[config.mk]
export PLATFORM = sky130hd
export DESIGN_NAME = pwm_update_scheduler
export DESIGN_NICKNAME = d
export VERILOG_FILES = /design/src/rtl/pwm_sched_pkg.sv /design/src/rtl/pwm_update_scheduler.sv
export SDC_FILE = /design/constraint.sdc
export NUM_CORES = 1
export LEC_CHECK = 0
export ABC_CLOCK_PERIOD_IN_PS = 2150
export BUFFER_PORTS_ARGS = -buffer_cell sky130_fd_sc_hd__buf_2
export CORE_MARGIN = 5
export CORE_UTILIZATION = 40
export CTS_BUF_LIST = sky130_fd_sc_hd__clkbuf_8
export CTS_CLUSTER_DIAMETER = 150
export DETAILED_ROUTE_END_ITERATION = 8
export HOLD_SLACK_MARGIN = 0.02
export PLACE_DENSITY_LB_ADDON = 0.2
export SLEW_MARGIN = 20
export SYNTH_ARGS = -nofsm -noshare
export SYNTH_HDL_FRONTEND = slang
export SYNTH_SLANG_ARGS = --single-unit
export TNS_END_PERCENT = 30
[constraint.sdc]
create_clock -name CLK -period 2.15 [get_ports CLK]
set_clock_uncertainty 0.1 [all_clocks]
set_input_delay 0.43 -clock CLK [delete_from_list [all_inputs] [get_ports CLK]]
set_output_delay 0.43 -clock CLK [all_outputs]
set_load 0.01 [all_outputs]
[src/rtl/pwm_sched_pkg.sv]
// Shared types and default timeout/width constants for the PWM update scheduler and pwm top.
package pwm_sched_pkg;

  typedef enum logic [2:0] {
    IDLE,
    WAIT_CAPTURE,
    WAIT_RESULT,
    WAIT_BOUNDARY,
    COMMIT,
    ACK_HOLD
  } sched_state_t;

  localparam int DONE_TIMEOUT_DEF  = 1024;
  localparam int BOUND_TIMEOUT_DEF = 16384;
  localparam int CNT_WIDTH_DEF     = 16;

  function automatic int max2(input int a, input int b);
    return (a > b) ? a : b;
  endfunction

endpackage

[src/rtl/pwm_update_scheduler.sv]
// Sequences one CYCLE/DUTY/PHASE update through the preconditioner, then strobes COMMIT to the shadow regs.
// Latency: REQ -> COMMIT = 1 + capture wait + one preconditioner pass + 1 (plus period wait when SYNC_MODE=1).
// Backpressure: REQ/ACK four-phase handshake; REQ sampled only in IDLE, ACK held until REQ drops.
module pwm_update_scheduler
  import pwm_sched_pkg::*;
#(
  parameter int DONE_TIMEOUT  = DONE_TIMEOUT_DEF,
  parameter int BOUND_TIMEOUT = BOUND_TIMEOUT_DEF,
  parameter int CNT_WIDTH     = CNT_WIDTH_DEF
) (
  input  logic                 CLK,
  input  logic                 RST_N,
  input  logic                 REQ,
  output logic                 ACK,
  input  logic                 SYNC_MODE,
  input  logic                 PRE_DONE,
  input  logic                 PERIOD_START,
  output logic                 SRC_LOCK,
  output logic                 COMMIT,
  output logic                 BUSY,
  output logic                 ERR,
  input  logic                 ERR_CLR,
  output logic [CNT_WIDTH-1:0] UPDATE_CNT
);

  localparam int TW = $clog2(max2(DONE_TIMEOUT, BOUND_TIMEOUT));
  localparam logic [TW-1:0] DONE_LAST  = TW'(DONE_TIMEOUT - 1);
  localparam logic [TW-1:0] BOUND_LAST = TW'(BOUND_TIMEOUT - 1);

  sched_state_t  state;
  sched_state_t  next_state;
  logic [TW-1:0] timer;
  logic          timeout_hit;

  // The COMMIT state literal is scoped explicitly because the output port shares its name.
  always_comb begin
    next_state  = state;
    timeout_hit = 1'b0;
    case (state)
      IDLE: begin
        if (REQ) next_state = WAIT_CAPTURE;
      end
      WAIT_CAPTURE: begin
        if (PRE_DONE) begin
          next_state = WAIT_RESULT;
        end else if (timer == DONE_LAST) begin
          next_state  = ACK_HOLD;
          timeout_hit = 1'b1;
        end
      end
      WAIT_RESULT: begin
        if (PRE_DONE) begin
          next_state = SYNC_MODE ? WAIT_BOUNDARY : pwm_sched_pkg::COMMIT;
        end else if (timer == DONE_LAST) begin
          next_state  = ACK_HOLD;
          timeout_hit = 1'b1;
        end
      end
      WAIT_BOUNDARY: begin
        if (PERIOD_START) begin
          next_state = pwm_sched_pkg::COMMIT;
        end else if (timer == BOUND_LAST) begin
          next_state  = ACK_HOLD;
          timeout_hit = 1'b1;
        end
      end
      pwm_sched_pkg::COMMIT: begin
        next_state = ACK_HOLD;
      end
      ACK_HOLD: begin
        if (!REQ) next_state = IDLE;
      end
      default: begin
        next_state = IDLE;
      end
    endcase
  end

  // Outputs are registered copies of the next-state decode so they line up with the state they describe.
  always_ff @(posedge CLK or negedge RST_N) begin
    if (!RST_N) begin
      state      <= IDLE;
      timer      <= '0;
      ACK        <= 1'b0;
      SRC_LOCK   <= 1'b0;
      COMMIT     <= 1'b0;
      BUSY       <= 1'b0;
      ERR        <= 1'b0;
      UPDATE_CNT <= '0;
    end else begin
      state    <= next_state;
      ACK      <= (next_state == ACK_HOLD);
      SRC_LOCK <= (next_state == WAIT_CAPTURE);
      COMMIT   <= (next_state == pwm_sched_pkg::COMMIT);
      BUSY     <= (next_state != IDLE);

      if (next_state != state) begin
        timer <= '0;
      end else if (state inside {WAIT_CAPTURE, WAIT_RESULT, WAIT_BOUNDARY}) begin
        timer <= timer + TW'(1);
      end else begin
        timer <= '0;
      end

      if (next_state == pwm_sched_pkg::COMMIT) UPDATE_CNT <= UPDATE_CNT + CNT_WIDTH'(1);

      if (timeout_hit) begin
        ERR <= 1'b1;
      end else if (ERR_CLR) begin
        ERR <= 1'b0;
      end
    end
  end

endmodule
Word-level counts from Yosys, hierarchy flattened
Index checks and enable logic that the tools add are counted.
{ "word_totals": {"reg_bits": 38, "out_inout_bits": 21, "word_cells": 44} }
{ "op_classes": {"addsub": 2, "eq_ne": 11, "mux": 18, "reduce_logical": 5} }
{ "op_table": {"columns": ["operator", "n"], "rows": [
  ["$mux 14", 2],
  ["$mux 3", 8],
  ["$pmux 3 s6", 1],
  ["$add 16x1->16 const B", 1],
  ["$add 14x1->14 const B", 1],
  ["$eq 14x10->1 const B", 1],
  ["$eq 14x14->1 const B", 1],
  ["$eq 3x3->1 const B", 4],
  ["$eq 3x1->1 const B", 2],
  ["$eq 3x2->1 const B", 2],
  ["$mux 1", 6],
  ["$reduce_bool 3->1", 2],
  ["$logic_not 3->1", 1],
  ["$ne 3x3->1", 1],
  ["$pmux 1 s2", 1],
  ["$reduce_bool 2->1", 1],
  ["$reduce_or 2->1", 1]
]} }

Longest topological paths before layout
Gate-level depths: netlist of the first run.
{ "depth": {"word_depth": 6, "ltp_mapped": 8, "ltp_nobuf": 7} }

Least setup slack after synthesis of the first run
OpenSTA, ideal clock, no wires.
{ "synth_path": {"kind": "reg-to-reg", "start": "register timer[0]", "end": "register timer[10]", "arrival_ns": 2.131, "required_ns": 1.979, "path_slack_ns": -0.152, "path_stages_with_launch": 9, "period_less_slack_ns": 2.302, "cell_sequence": "dfrtp_1 -> ha_1 -> and2_1 -> a41o_2 -> a221oi_4 -> o21ai_1 -> a211o_1 -> buf_6 -> nor2_1"} }
{ "synth_between": {"elab_chain_cells": 6, "elab_cells_between_ends": 12, "cone_classes": "1 x add/sub; 3 x eq/ne; 8 x mux"} }
{ "synth_lines": {"columns": ["element", "line_no", "rtl"], "rows": [
  ["from (decl)", "pwm_update_scheduler.sv:32", "logic [TW-1:0] timer;"],
  ["from (signal assigned)", "pwm_update_scheduler.sv:100", "timer <= timer + TW'(1);"],
  ["$eq 14x14->1 / $eq 14x10->1 (equally long branches)", "pwm_update_scheduler.sv:62, pwm_update_scheduler.sv:46, pwm_update_scheduler.sv:54", null],
  ["$mux 3, on equally long branches", "pwm_update_scheduler.sv:62, pwm_update_scheduler.sv:46, pwm_update_scheduler.sv:54", null],
  ["$mux 3, on equally long branches", "pwm_update_scheduler.sv:60, pwm_update_scheduler.sv:44, pwm_update_scheduler.sv:52", null],
  ["$pmux 3 s6 (*)", "pwm_update_scheduler.sv:39", "case (state)"],
  ["named net next_state[2]", "pwm_update_scheduler.sv:31", "sched_state_t next_state;"],
  ["$ne 3x3->1 (*)", "pwm_update_scheduler.sv:97", "if (next_state != state) begin"],
  ["$mux 14 (*)", "pwm_update_scheduler.sv:97", null]
]} }
Mark *: on every way through the listed nets, which the timed path passes. The rest lies on a longest branch.
A chain may end at the register's enable or synchronous reset.

Worst setup path in the final report of the first run
{ "layout_path": {"start": "register timer[0]", "end": "register UPDATE_CNT[4]"} }
{ "layout_between": {"elab_chain_cells": 5, "elab_cells_between_ends": 9, "cone_classes": "3 x eq/ne; 6 x mux"} }
{ "layout_lines": {"columns": ["element", "line_no", "rtl"], "rows": [
  ["$eq 14x14->1 / $eq 14x10->1 (equally long branches)", "pwm_update_scheduler.sv:62, pwm_update_scheduler.sv:46, pwm_update_scheduler.sv:54", null],
  ["$mux 3, on equally long branches", "pwm_update_scheduler.sv:62, pwm_update_scheduler.sv:46, pwm_update_scheduler.sv:54", null],
  ["$mux 3, on equally long branches", "pwm_update_scheduler.sv:60, pwm_update_scheduler.sv:44, pwm_update_scheduler.sv:52", null],
  ["$pmux 3 s6 (*)", "pwm_update_scheduler.sv:39", null],
  ["$eq 3x3->1 (*)", "pwm_update_scheduler.sv:105", "if (next_state == pwm_sched_pkg::COMMIT) UPDATE_CNT <= UPDATE_CNT + CNT_WIDTH'(1);"],
  ["to (signal assigned)", "pwm_update_scheduler.sv:105", null],
  ["to (decl)", "pwm_update_scheduler.sv:23", "output logic [CNT_WIDTH-1:0] UPDATE_CNT"]
]} }
Mark *: on every way between the ends. The rest lies on a longest branch, timed or not.

==> results of run 1 <==
report_power, final:
group / switching [mW] / total, mW / internal, mW
logic: 0.561 / 1.17 / 0.609
registers: 0.103 / 0.929 / 0.826
clock network: 0.232 / 0.603 / 0.371
total: 0.896 / 2.70 / 1.81
final cells by class:
class	count	area (um2)
inverters	2	7.51
well taps	67	83.8
fillers	394	2050
clock inverters	1	30.0
flip-flops and latches	38	955
multi-input cells	132	1070
clock buffers	6	82.6
repair buffers	64	444
cells in the mapped netlist (all sizes together):
cell,n
xnor2,18
a221oi,1
nor3,1
nor2,17
xor2,10
and2,5
and3,13
nand4b,1
dfrtp,38
o211ai,2
buf,5
or3,2
o22ai,1
nand3,15
o21bai,1
ha,2
mux2i,1
o211a,1
a2111oi,1
mux2,1
or3b,1
inv,2
o21ai,3
nor3b,3
nor4bb,1
nand4,5
a41o,1
a21o,2
a22oi,1
nor2b,3
a211o,1
nand2b,3
o21a,1
and4,4
nand2,9
what timing repair did:
item | 4_1_cts | 5_1_grt
gates resized for setup | 31 | 4
cloned | 1 | 0
pin swaps | 15 | 1
buffers inserted | 10 | 0
endpoints found under the setup margin | 25 | 30
layer usage:
layer / vias up / share of wire, % / global-route usage (%)
met3: 12 / 4.3 / 4.40
li1: 754 / - / -
met1: 761 / 41 / 18.5
met4: 0 / 2.3 / 7.39
met2: 32 / 52 / 29.5
met5: - / 0 / 0
through the flow:
step	TNS, ns	std cells	hold WS (ns)	util (%)
floorplan	-0.0620	176	0.0344	-
global placement	-0.794	292	0.312	49.7
detailed placement	-1.64	292	0.330	49.7
CTS	-0.0255	310	0.0212	56.2
global route	-1.98	310	0.0422	56.5
finish	-0.00478	310	0.00130	56.5
worst paths after layout:
path                                     start              to  slack, ns  depth (start not counted)
worst max-delay path                  timer[0]   UPDATE_CNT[4]     -0.003                          9
worst min-delay path                     RST_N        state[1]      0.001                          1
worst max register to register        timer[0]   UPDATE_CNT[4]     -0.003                          9
worst min register to register  UPDATE_CNT[15]  UPDATE_CNT[15]       0.37                          1
max in group asynchronous                RST_N        state[0]       1.41                          2
min in group CLK                       ERR_CLR             ERR       0.23                          2
sequential cells by signal, summed over array words and instances (netlist names):
signal and count:
ACK 1, UPDATE_CNT 16, ERR 1, SRC_LOCK 1, COMMIT 1, BUSY 1, timer 14, state 3
kinds of logic after synthesis:
logic type               count (synthesis)  share of synthesized area [%]
AND/OR/NAND/NOR                         83                           25.0
multiplexers                             2                           1.10
adder cells (fa/ha/maj)                  2                           1.29
AO/OA/AOI/OAI                           16                           8.39
flip-flops                              38                           49.0
XOR/XNOR                                28                           12.6
buffers and inverters                    7                           2.58
==> summary.md, run 1 <==
| Metric | Value |
|---|---|
| Crit end category | flip-flop |
| Clock period minus worst slack | 2.15 ns |
| Hold-fix buffers, CTS | 0 |
| Final setup viols | 2 |
| Worst path top cell family by delay | compound AO/OA/AOI/OAI gates |
| Global placer's final weighted congestion | 0.860 |
| Via count | 1559 |
| Clock root cell | clkbuf_8 |
| Share of Yosys cell area claimed by the top area cell type | 49.0% |
| Commonest non-fill, non-tap cell in the layout | dfrtp_1 |
| RSZ-0062 raised after global routing | yes |
| Top cells by area, synth | dfrtp_1 (49%), xnor2_1 (8.1%), xor2_1 (4.5%) |
| Net count, final | 252 |
| Max incr delay on CP | 0.39 ns |
| Final hold vios | 0 |
| Total GRT Usage | 16.6% |
| Full die area | 6340 um2 |
| Fin crit share | 100% |
| Outcome | complete, but fails checks |
| Core area | 4720 um2 |
| Vias in the first global route | 1723 |
| Inserted Clock Buffers | 5 |
| Max-cap violations | 0 |
| Commonest non-fill, non-tap cells in the layout | dfrtp_1 (35), buf_4 (32), buf_2 (27) |
| CP max FO | 8 |
| Worst-Margin Slew | 0.491 ns |
| Yosys top cell by area | dfrtp_1 |
| Drt wl/cell | 14.7 um |
| TritonCTS clock tree | yes |
| Ant diodes | 0 |
| LEAKAGE | 1.25 nW |
| Final wirelength | 4550 um |
| Syn Nets | 185 |
| Drt drc | 0 |
| Syn Inst Count | 176 |
| Total power | 2.70 mW |
| Initial Util | 41.1% |
| Slew HR | 67.3% |
| Die width | 79.6 um |
| FMAX | 465 MHz |
| GRT overflow | 0 |
| Post-route cell area | 2670 um2 |
| Initial DRT Pass Iterations | 4 |
| Syn Std Cell Area | 1940 um2 |
| Register area share after synthesis | 49.0% |
| CTS sink count | 38 |
| Worst EP arrival | 2.22 ns |
| Final ANT Viol Nets | 0 |
| Placed Area | 2350 um2 |
| Site row count | 25 |
| Starting DRT DRC Count | 40 |
| Largest net degree at the start of global routing | 22 |
| CP Launch Type | flip-flop |
| CP cell instances | ha_2 > and2_4 > a41o_4 > o21ai_2 > a2111oi_4 > buf_12 > buf_6 > nand4_1 > xnor2_1 |
| Post-Place Worst Slack | -0.119 ns |
| Mean post-synth cell area | 11.0 um2 |
| CP bufs+invs | 2 |
| Crit Path Class | flip-flop to flip-flop |
| Initial antenna violation count | 0 |
| CTS Buffer Depth | 2 |
| DR vias/cell | 5.03 |
| Area Overhead vs Synth | 37.7% |
| PnR worst setup slack | -0.00258 ns |
| Slew Viols, Final | 0 |
| Pwr/cell area | 1010 nW/um2 |
| Critical Path RT | 2.22 ns |
| Worst Hold Class | input pin to async pin |
| Dpl hpwl | 3080 um |
| # port buffers | 27 |
| Synth Warn # | 0 |
| Share of layout cells above drive strength 1 | 43.2% |
| H-Tree Depth | 2 |
| Synth cell types | 43 |
| Slowest stage cell, crit path | a2111oi_4 |
| First-pass GRT wire length | 8070 um |
| Clock Pin Slew Worst Setup and Hold Paths | 0.07 ns |
| DIE HEIGHT | 79.6 um |
| Boundary Pins | 28 |
| Clock latency on the worst-skew pair | 0.29 ns |
| VDD IR max | 0.472 mV |
| Flop and latch count out of synthesis | 38 |
| Failing checks | negative setup slack |
No activity file was read; power rests on OpenSTA's default activity.
==> inputs of run 2 (changes only) <==
--- a/config.mk
+++ b/config.mk
@@ -5,7 +5,7 @@
 export SDC_FILE = /design/constraint.sdc
 export NUM_CORES = 1
 export LEC_CHECK = 0
-export ABC_CLOCK_PERIOD_IN_PS = 2150
+export ABC_CLOCK_PERIOD_IN_PS = 2100
 export BUFFER_PORTS_ARGS = -buffer_cell sky130_fd_sc_hd__buf_2
 export CORE_MARGIN = 5
 export CORE_UTILIZATION = 40
@@ -13,7 +13,7 @@
 export CTS_CLUSTER_DIAMETER = 150
 export DETAILED_ROUTE_END_ITERATION = 8
 export HOLD_SLACK_MARGIN = 0.02
-export PLACE_DENSITY_LB_ADDON = 0.2
+export PLACE_DENSITY = 0.58
 export SLEW_MARGIN = 20
 export SYNTH_ARGS = -nofsm -noshare
 export SYNTH_HDL_FRONTEND = slang
==> constraint.sdc (replaced) <==
create_clock -name CLK -period 2.1 [get_ports CLK]
set_clock_uncertainty 0.1 [all_clocks]
set_input_delay 0.42 -clock CLK [delete_from_list [all_inputs] [get_ports CLK]]
set_output_delay 0.42 -clock CLK [all_outputs]
set_load 0.01 [all_outputs]
==> run 2 against run 1 <==
  * The flow still finishes with violations (negative setup slack)
  * Sequential share of layout area grew 0.34 points
  * Flip-flop and latch count unchanged
  * Worst setup slack lost 0.10 ns
  * Combinational power shrank 12%
  * Non-clock buffer count unchanged
  * Die area unchanged
  * Utilization is 0.53 points lower
  * Power fell by 7.0%
  * Critical path depth shrank 2
  * Clock-buffer cell count is the same
  * Via count is 0.58% lower
==> summary.md, run 2 (synthesis gave the netlist of run 1 again) <==
| Metric | Value |
|---|---|
| Outcome | complete, but fails checks |
| Failing checks | negative setup slack |
| Post-Layout Cell Count | 311 (+0.32%) |
| Starting DRT DRC Count | 33 (-18%) |
| Setup TNS | -1.34 ns (-1.33 ns) |
| CP max FO | 7 (-1) |
| GRT overflow | 0 (unchanged) |
| Worst-Margin Slew | 0.483 ns (-0.00825 ns) |
| Worst EP arrival | 2.31 ns (+0.09 ns) |
| Crit Path Class | flip-flop to flip-flop |
| H-Tree Depth | 2 (unchanged) |
| CP Launch Type | flip-flop |
| Top reg by flops | UPDATE_CNT |
| Clock root cell | clkbuf_8 |
| Boundary Pins | 28 (unchanged) |
| R2R cell count | 7 (-2) |
| Core area | 4720 um2 (unchanged) |
| Area Overhead vs Synth | 36.4% |
| PnR worst setup slack | -0.103 ns (-0.100 ns) |
| VDD IR max | 0.538 mV (+14%) |
| Clock Pin Slew Worst Setup and Hold Paths | 0.07 ns (about the same) |
| Critical Path RT | 2.21 ns (about the same) |
| Net count, final | 252 (unchanged) |
| Full die area | 6340 um2 (unchanged) |
| Reg-to-reg critical path startpoint | state[1] |
| Final ANT Viol Nets | 0 (unchanged) |
| Die width | 79.6 um (unchanged) |
| Max-cap violations | 0 (unchanged) |
| Top flop regs | UPDATE_CNT x16, timer x14, state x3 |
| Via count | 1550 (-0.58%) |
| Total GRT Usage | 15.2% (-1.4 points) |
| Fin crit share | 105% (+4.8 points) |
| Commonest non-fill, non-tap cell in the layout | dfrtp_1 |
| # port buffers | 27 (unchanged) |
| Drt wl/cell | 13.5 um (-7.9%) |
| Global placer's final weighted congestion | 0.798 (-7.2%) |
| Share of layout cells above drive strength 1 | 43.9% (+0.64 points) |
| DR vias/cell | 4.98 (-0.90%) |
| Worst r2r dst | timer[7] |
| Largest net degree at the start of global routing | 39 (+77%) |
| Inserted Clock Buffers | 5 (unchanged) |
| First-pass GRT wire length | 7640 um (-5.3%) |
| Slew Viols, Final | 0 (unchanged) |
| FMAX | 454 MHz (-2.3%) |
| Setup slack on the worst flop-to-flop path | -0.10 ns (-0.10 ns) |
| RSZ-0062 raised after global routing | yes |
| TritonCTS clock tree | yes |
| Initial antenna violation count | 0 (unchanged) |
| DIE HEIGHT | 79.6 um (unchanged) |
| Initial Util | 41.1% (unchanged) |
| Filler Cell Count | 410 (+4.1%) |
| Max reg flops | 16 (unchanged) |
| Final hold vios | 0 (unchanged) |
| Cell count after placement | 297 (+1.7%) |
| Slew HR | 67.8% (+0.55 points) |
| Vias in the first global route | 1626 (-5.6%) |
| Clock period minus worst slack | 2.20 ns (+0.0502 ns) |
| Crit end category | flip-flop |
| Worst Hold Class | input pin to async pin |
| Clock latency on the worst-skew pair | 0.28 ns (about the same) |
| Ant diodes | 0 (unchanged) |
| Dpl hpwl | 3020 um (-2.1%) |
| Final setup viols | 21 (+19) |
| Site row count | 25 (unchanged) |
| Commonest non-fill, non-tap cells in the layout | dfrtp_1 (35), buf_4 (34), buf_2 (27) |
| CTS sink count | 38 (unchanged) |
| Final wirelength | 4210 um (-7.6%) |
| CTS Buffer Depth | 2 (unchanged) |
| Initial DRT Pass Iterations | 4 (unchanged) |
| LEAKAGE | 1.22 nW (-2.1%) |
| Pwr/cell area | 950 nW/um2 (-6.1%) |
| CP Launch Point | state[1] |
| Drt drc | 0 (unchanged) |
run 2: cell count changes in the layout (fill, tap and decap cells not counted), moves of 2 or more:
cell and change:
nor2_1 -3, nand3_2 +3, nor2_4 +4, buf_4 +2, nand3_1 -3, nor3b_1 +3
nor3b_2 -2
run 2: area by class of cell:
class	count	area, um2	share of cell area, %
clock inverters	2	12.5	0.473
repair buffers	64	433	16.4
flip-flops and latches	38	955	36.1
inverters	2	7.51	0.284
clock buffers	6	82.6	3.12
well taps	67	83.8	3.17
multi-input cells	132	1070	40.5
run 2: layer usage:
metal | up-vias | GRT usage, % | wire (um)
li1 | 760 | - | -
met1 | 760 | 19.2 | 1900
met2 | 26 | 25.2 | 2130
met3 | 4 | 3.50 | 149
met4 | 0 | 5.50 | 34
met5 | - | 0 | 0
run 2: where the power goes:
group	leakage [nW]	internal (mW)	switching [mW]
registers	0.511	0.846	0.124
clock network	0.0472	0.264	0.245
logic	0.663	0.530	0.504
run 2: how the worst max path moves through the flow:
stage,slack [ns],endpoint
finish,-0.10,timer[7]
global route,-0.18,UPDATE_CNT[1]
CTS,-0.10,UPDATE_CNT[1]
detailed placement,-0.25,timer[7]
global placement,-0.11,timer[10]
floorplan,-0.05,UPDATE_CNT[2]
run 2: critical path, cell delays in order (launching register included):
cell and delay (ns):
dfrtp_2 0.46, buf_4 0.16, xor2_1 0.13, nand4b_1 0.15, o211ai_2 0.16, or3_4 0.45, a211o_4 0.42, nor2_4 0.11
run 2: what timing repair did:
| item | CTS | global route |
|---|---|---|
| pin swaps | 7 | 11 |
| buffers inserted | 4 | 1 |
| resized for setup | 8 | 17 |
| hold buffers | 0 | 0 |
| cloned | 1 | 0 |
| setup endpoints to repair | 26 | 31 |
run 2: stage by stage:
step                utilization (%)  area, um2  power, mW  hold slack, ns  worst slack, ns
global route                   56.0       2650       2.68           0.134           -0.184
floorplan                         -       1980       1.53          0.0244          -0.0473
CTS                            54.4       2570       2.48          0.0924           -0.101
finish                         56.0       2650       2.51          0.0708           -0.103
global placement               51.0       2410       1.83           0.354           -0.114
detailed placement             51.0       2410       1.86           0.360           -0.246
